**src/rtl/mf_nco_clken.sv**
```systemverilog
// Multi-channel phase-accumulator clock-enable synthesiser with runtime reprogramming
// and a settle/lock indication once the configuration has been stable long enough.
module mf_nco_clken #(
    parameter int unsigned NUM_CH      = 5,
    parameter int unsigned ACC_W       = 32,
    parameter int unsigned LOCK_CYCLES = 1024,
    parameter logic [NUM_CH*ACC_W-1:0] DEF_FREQ  = '0,
    parameter logic [NUM_CH*ACC_W-1:0] DEF_PHASE = '0,
    localparam int unsigned CH_W = (NUM_CH > 1) ? $clog2(NUM_CH) : 1
) (
    input  logic              refclk,
    input  logic              rst,
    input  logic              cfg_valid,
    output logic              cfg_ready,
    input  logic [CH_W-1:0]   cfg_ch,
    input  logic [ACC_W-1:0]  cfg_freq,
    input  logic [ACC_W-1:0]  cfg_phase,
    output logic              cfg_err,
    output logic [NUM_CH-1:0] clk_en,
    output logic [NUM_CH-1:0] clk_sq,
    output logic              locked
);

    localparam int unsigned CNT_W = $clog2(LOCK_CYCLES + 1);
    localparam logic [CNT_W-1:0] CNT_LAST = CNT_W'(LOCK_CYCLES - 1);

    typedef enum logic [1:0] {
        S_SETTLE,
        S_LOCKED,
        S_APPLY
    } state_t;

    state_t            state_q;
    logic [CNT_W-1:0]  cnt_q;
    logic              ready_q;
    logic              locked_q;
    logic              err_q;
    logic [CH_W-1:0]   cap_ch_q;
    logic [ACC_W-1:0]  cap_freq_q;
    logic [ACC_W-1:0]  cap_phase_q;

    logic [ACC_W-1:0]  acc_q  [NUM_CH];
    logic [ACC_W-1:0]  acc_d  [NUM_CH];
    logic [ACC_W-1:0]  freq_q [NUM_CH];
    logic [ACC_W-1:0]  freq_d [NUM_CH];
    logic [ACC_W:0]    sum_w  [NUM_CH];
    logic [NUM_CH-1:0] en_q, en_d;
    logic [NUM_CH-1:0] sq_q, sq_d;

    logic accept;
    logic ch_ok;

    assign accept = cfg_valid && ready_q;
    assign ch_ok  = (32'(cfg_ch) < NUM_CH);

    // The channel selected by a pending write is reloaded during APPLY instead of advancing.
    always_comb begin
        en_d = '0;
        sq_d = '0;
        for (int unsigned i = 0; i < NUM_CH; i++) begin
            sum_w[i]  = {1'b0, acc_q[i]} + {1'b0, freq_q[i]};
            acc_d[i]  = sum_w[i][ACC_W-1:0];
            freq_d[i] = freq_q[i];
            en_d[i]   = sum_w[i][ACC_W];
            sq_d[i]   = sum_w[i][ACC_W-1];
            if ((state_q == S_APPLY) && (cap_ch_q == CH_W'(i))) begin
                acc_d[i]  = cap_phase_q;
                freq_d[i] = cap_freq_q;
                en_d[i]   = 1'b0;
                sq_d[i]   = cap_phase_q[ACC_W-1];
            end
        end
    end

    always_ff @(posedge refclk) begin
        if (rst) begin
            for (int unsigned i = 0; i < NUM_CH; i++) begin
                acc_q[i]  <= DEF_PHASE[i*ACC_W +: ACC_W];
                freq_q[i] <= DEF_FREQ[i*ACC_W +: ACC_W];
            end
            en_q <= '0;
            sq_q <= '0;
        end else begin
            for (int unsigned i = 0; i < NUM_CH; i++) begin
                acc_q[i]  <= acc_d[i];
                freq_q[i] <= freq_d[i];
            end
            en_q <= en_d;
            sq_q <= sq_d;
        end
    end

    // A valid write takes priority over the settle/lock progression on the same edge.
    always_ff @(posedge refclk) begin
        if (rst) begin
            state_q     <= S_SETTLE;
            cnt_q       <= '0;
            ready_q     <= 1'b1;
            locked_q    <= 1'b0;
            err_q       <= 1'b0;
            cap_ch_q    <= '0;
            cap_freq_q  <= '0;
            cap_phase_q <= '0;
        end else begin
            err_q <= 1'b0;
            case (state_q)
                S_SETTLE: begin
                    if (cnt_q == CNT_LAST) begin
                        state_q  <= S_LOCKED;
                        locked_q <= 1'b1;
                    end
                    if (cnt_q != '1) begin
                        cnt_q <= cnt_q + 1'b1;
                    end
                end
                S_LOCKED: begin
                    locked_q <= 1'b1;
                end
                S_APPLY: begin
                    state_q  <= S_SETTLE;
                    cnt_q    <= '0;
                    ready_q  <= 1'b1;
                    locked_q <= 1'b0;
                end
                default: begin
                    state_q <= S_SETTLE;
                    cnt_q   <= '0;
                    ready_q <= 1'b1;
                end
            endcase
            if (accept) begin
                if (ch_ok) begin
                    state_q     <= S_APPLY;
                    ready_q     <= 1'b0;
                    locked_q    <= 1'b0;
                    cap_ch_q    <= cfg_ch;
                    cap_freq_q  <= cfg_freq;
                    cap_phase_q <= cfg_phase;
                end else begin
                    err_q <= 1'b1;
                end
            end
        end
    end

    assign cfg_ready = ready_q;
    assign cfg_err   = err_q;
    assign locked    = locked_q;
    assign clk_en    = en_q;
    assign clk_sq    = sq_q;

endmodule

```
**config.mk**
```make
export PLATFORM = sky130hd
export DESIGN_NAME = mf_nco_clken
export DESIGN_NICKNAME = d
export VERILOG_FILES = /design/src/rtl/mf_nco_clken.sv
export SDC_FILE = /design/constraint.sdc
export NUM_CORES = 1
export LEC_CHECK = 0
export ABC_AREA = 1
export CAP_MARGIN = 10
export CORE_MARGIN = 5
export CORE_UTILIZATION = 35
export DETAILED_ROUTE_END_ITERATION = 8
export GPL_TIMING_DRIVEN = 0
export SLEW_MARGIN = 20
export SYNTH_ARGS = -nofsm -noshare
export SYNTH_HDL_FRONTEND = slang
export SYNTH_SLANG_ARGS = --single-unit
```
**constraint.sdc**
```tcl
create_clock -name refclk -period 2.45 [get_ports refclk]
set_clock_uncertainty 0.1 [all_clocks]
set_input_delay 0.49 -clock refclk [delete_from_list [all_inputs] [get_ports refclk]]
set_output_delay 0.49 -clock refclk [all_outputs]
set_load 0.005 [all_outputs]
```
* Word-level counts from Yosys, hierarchy flattened
Memories as Yosys holds them, arrays and structs flattened. Index checks and enable logic that the tools add are counted.
Operators by class: order comparisons 1, div/mod/pow operators 0, $mul 0, multiplexer cells 42, bitwise gates (word level) 12, reduce and logical (&&, ||, !) cells 17, add/subtract/negate cells 6, shift operators 0, eq/ne operators 9
Operators with widths (number):
- 32-bit 2-to-1 mux | 20
- 32-bit by 32-bit adder with 33-bit output | 5
- 11-bit case mux with 2 select lines | 1
- 1-bit 2-to-1 mux | 15
- 2-bit OR reduction | 7
- 11-bit by 1-bit adder with 11-bit output, second input constant | 1
- 11-bit by 10-bit equality test with 1-bit output, second input constant | 1
- 11-bit 2-to-1 mux | 1
- 11-bit inequality test, second input constant | 1
- 1-bit bitwise OR | 10
- 3-bit by 2-bit equality test with 1-bit output, second input constant | 2
- 1-bit logical AND | 6
- 2-bit 2-to-1 mux | 3
- 2-bit case mux with 2 select lines | 1
- 2-bit AND reduction | 2
- 3-bit by 1-bit equality test with 1-bit output, second input constant | 1
- 3-bit equality test, second input constant | 1
- 3-bit zero test | 1
- 3-bit < comparator, second input constant | 1
- 1-bit case mux with 3 select lines | 1
- 2-bit by 1-bit equality test with 1-bit output, second input constant | 1
- 2-bit equality test, second input constant | 1
- 2-bit zero test | 1
- 2-bit inequality test, second input constant | 1
- 1-bit inverter | 2
Word-level totals: output and inout bits 13, ROM bits 0, latch bits 0, flip-flop bits (word level) 93, memories kept 2, bits in writable memories 320, input port bits 70
Memory list:
- acc_q | words 5, width 32, rd ports 5, clocked after Yosys merged registers in 0, write ports 5, RTL line 42 | logic [ACC_W-1:0] acc_q [NUM_CH];
- freq_q | words 5, width 32, rd ports 5, clocked after Yosys merged registers in 0, write ports 5, RTL line 44 | logic [ACC_W-1:0] freq_q [NUM_CH];

* Longest topological paths before layout
depth in word-level cells 5, depth in mapped cells 13

* Least setup slack after synthesis
Ideal clock, no wire load.
path kind register to register, from mem freq_q[4][0] (netlist: freq_q[0][128]), to mem acc_q[4][16] (netlist: acc_q[0][144]), library setup time 0.115 ns, arrival 1.743 ns, stages on the path, launching flop included 11, setup slack 0.491 ns, period minus slack after synthesis 1.959 ns, path through dfxtp_1 ha_1 fa_1 nand3_1 nand3_1 a21oi_1 o21ai_0 nand2_1 nand2_1 o21ai_0 inv_1
RTL lines (RTL line):
- from (decl) | 44
- to (decl) | 42

==> results_dict.tcl <==
set metrics [dict create \
    drt_iter0_drc 2261 \
    finalCriticalPeriod_ns 2.381 \
    arrival_ns 2.83 \
    grt_max_degree 14 \
    rr_worst_depth 12 \
    grt.overflow.total 0 \
    design.die.area_um2 79770 \
    hp-start "cfg_freq[10]" \
    synthAdderAreaFrac 0.08140 \
    fillCellCount 7938 \
    outcome "finished, final reports clean" \
    ys_dominant_reg_cell "dfxtp_1" \
    design_area_um2 29680 \
    clk-insertion-delay-late_ns 0.62 \
    synthArstFlopShare 0 \
    synth_top_family_by_area "simple AND/OR/NAND/NOR gates" \
    viasPerCell 4.851 \
    wl_per_cell_um 17.79 \
    yosys.area_share.simple 0.3398 \
    cts_buffers 49 \
    switchingPower_mw 4.568 \
    num_io_pins 83 \
    yosysWarnings 0 \
    worstSetupPathType "in -> reg" \
    synth_edf_count 0 \
    yosys-mux-area-fraction 0 \
    synth_seq_area_share 0.3144 \
    relSlewSlack 0.1896 \
    grt_use_total 0.2361 \
    syn_area_per_cell_um2 6.058 \
    p_comb_frac 0.105 \
    grt_setup_unrepaired "no" \
    finalMaxSlewViolations 0 \
    clockBufferDepth 3 \
    rrSetupSlack_ns 0.14 \
    worstSetupEndpointType "flop" \
    die_h_um 282.4 \
    critPathMaxFanout 10 \
    internal_power_mw 11.87 \
    startpoint "rst" \
    drive_gt1_frac 0.04104 \
    finalCritPeriodShare 0.9719 \
    syn-num-nets 4524 \
    cts_resized 2 \
    pwr-share-seq 0.434 \
    h-tree-depth 2 \
    post_dp_cell_area_um2 28000 \
    clkTransAtPathRegs_ns 0.06 \
    power_frac_clock 0.461 \
    holdCritPathClass "in -> reg" \
    final-hold-violation-count 0 \
    rows 99 \
    clock-sinks 408 \
    wl_um 96430 \
    fmax_ghz 0.4200 \
    critPathLaunchType "input pin" \
    worst_pin_slew_ns 1.211 \
    fin_nets 4656 \
    postCtsHoldBufs 0 \
    regToRegEndpoint "acc_q[0][28]" \
    die_x_um 282.4 \
    gp_congestion 0.9589 \
    place_ws_ns -0.4561 \
    hold_end "cap_freq_q[10]" \
    syn_area_um2 25980 \
    synth_compound_area_frac 0.1025 \
    ys_types 34 \
    r2r-start "freq_q[0][0]" \
    initial_core_util 0.3542 \
    ir_worst_vdd_uv 490.3 \
    postSynthCellCount 4288 \
    p_sw_frac 0.2779 \
    p_leak_nw 17.23 \
    cts.root.buffer_cell "clkbuf_16" \
    vias 26295 \
    finish.utilization 0.4048 \
    synthXorXnorAreaFrac 0.02394 \
    ys_ff_latch 408 \
    p_per_area_nw_per_um2 553.7 \
    grt_pass1_wl_um 142700 \
    holdPathStages 3 \
    post-dp-hpwl_um 72370 \
    required_ns 2.90 \
    port-buffer-count 81 \
    postRouteAntennaNets 0 \
    grt_pass1_vias 23905 \
    antenna_found_initial 7 \
    drc 0 \
    cts_tree "yes" \
    setup_violations 0 \
    firstDrtPassIters 5 \
    core-area_um2 73330 \
    post_cts_buffers 0 \
    final.setup.worst_slack_ns 0.06887 \
    cap_violations 0 \
    area_delta_synth_final_pct 14.27 \
]
## cell usage in the layout (no fill, tap or decap), drive strengths merged, types with 5 or more instances in the layout
cell / n
buf: 73
o21ai: 271
xnor2: 7
clkdlybuf4s50: 81
nor2: 482
o221ai: 5
o22ai: 30
nand4: 15
a31oi: 5
nand3: 255
dfxtp: 408
ha: 161
clkinv: 14
a21oi: 186
fa: 5
nor3: 32
inv: 802
and2: 5
o21bai: 15
nand2: 1433
xor2: 64
clkbuf: 101
## kinds of logic after synthesis
logic type | after synthesis
fa+ha+maj | 166
xor+xnor | 71
buf+inv | 907
flops | 408
simple gates | 2224
compound gates | 512
## sequential cells by signal, summed over array words and instances (netlist names)
name / cells
state_q: 2
clk_en: 5
clk_sq: 5
cnt_q: 11
cfg_err: 1
cap_phase_q: 32
cap_ch_q: 3
acc_q: 155
cap_freq_q: 32
cfg_ready: 1
locked: 1
freq_q: 160
## worst max-delay path: stages
cell      delay, ns
buf_2          0.25
inv_1          0.18
buf_2          0.34
clkbuf_1       0.55
nand2_1        0.64
nand2_1        0.23
nand2_1        0.07
inv_1          0.04
## per-stage QoR
| step | instances | hold slack [ns] | total power, mW | setup TNS [ns] |
|---|---|---|---|---|
| 3_3_place_gp | 5328 | 0.3563 | 8.953 | -25.88 |
| 5_1_grt | 5418 | 0.3253 | 16.98 | 0 |
| 2_1_floorplan | 4288 | 0.3345 | 8.217 | 0 |
| 4_1_cts | 5418 | 0.2990 | 16.50 | 0 |
| 6_report | 5421 | 0.3239 | 16.44 | 0 |
| 3_5_place_dp | 5328 | 0.3544 | 8.974 | -21.92 |
## power by group through the flow
| stage | Combinational (mW) | Sequential, mW | Clock [mW] |
|---|---|---|---|
| floorplan | 1.06 | 7.16 | 0 |
| global placement | 1.68 | 7.27 | 0 |
| detailed placement | 1.70 | 7.27 | 0 |
| CTS | 1.71 | 7.13 | 7.66 |
| global route | 1.91 | 7.15 | 7.92 |
| finish | 1.73 | 7.14 | 7.57 |
## cells in the mapped netlist (5+ instances only)
master	instances	area (um2)
a21oi_1	186	930.9
a31oi_1	5	31.28
and2_1	5	31.28
buf_1	9	33.78
buf_2	38	190.2
buf_4	20	150.1
buf_6	6	67.56
clkbuf_1	33	123.9
dfxtp_1	408	8168
fa_1	5	100.1
ha_1	161	2014
inv_1	790	2965
inv_2	6	22.52
nand2_1	1431	5371
nand3_1	255	1276
nand4_1	15	93.84
nor2_1	476	1787
nor3_1	29	145.1
o21ai_0	252	1261
o21ai_1	19	95.09
o21bai_1	15	112.6
o221ai_1	5	43.79
o22ai_1	30	187.7
xnor2_1	7	61.31
xor2_1	64	560.5
## per-layer routing
layer,vias to the layer above,global-route usage,share of wire
met1,11890,0.3330,0.46
met4,0,0.09856,0.045
met3,163,0.03095,0.072
met2,797,0.3648,0.42
met5,-,0,0
li1,13445,-,-
## cell type report
type | instances | area [um2] | area share
inverter | 800 | 3012 | 0.1015
timing repair buffer | 81 | 810.8 | 0.02731
clock buffer | 67 | 1374 | 0.04628
multi-input combinational | 2973 | 14280 | 0.4809
antenna | 3 | 7.507 | 0.0002529
tap | 959 | 1200 | 0.04042
sequential | 408 | 8168 | 0.2752
clock inverter | 23 | 264.0 | 0.008894
buffer | 107 | 571.8 | 0.01926
## how the worst max path moves through the flow
stage,endpoint
after global placement,acc_q[0][93]
after floorplan,acc_q[0][144]
final,acc_q[0][125]
after detailed placement,acc_q[0][93]
after global routing,acc_q[0][116]
after CTS,acc_q[0][48]
(Power assumes the default switching activity.)
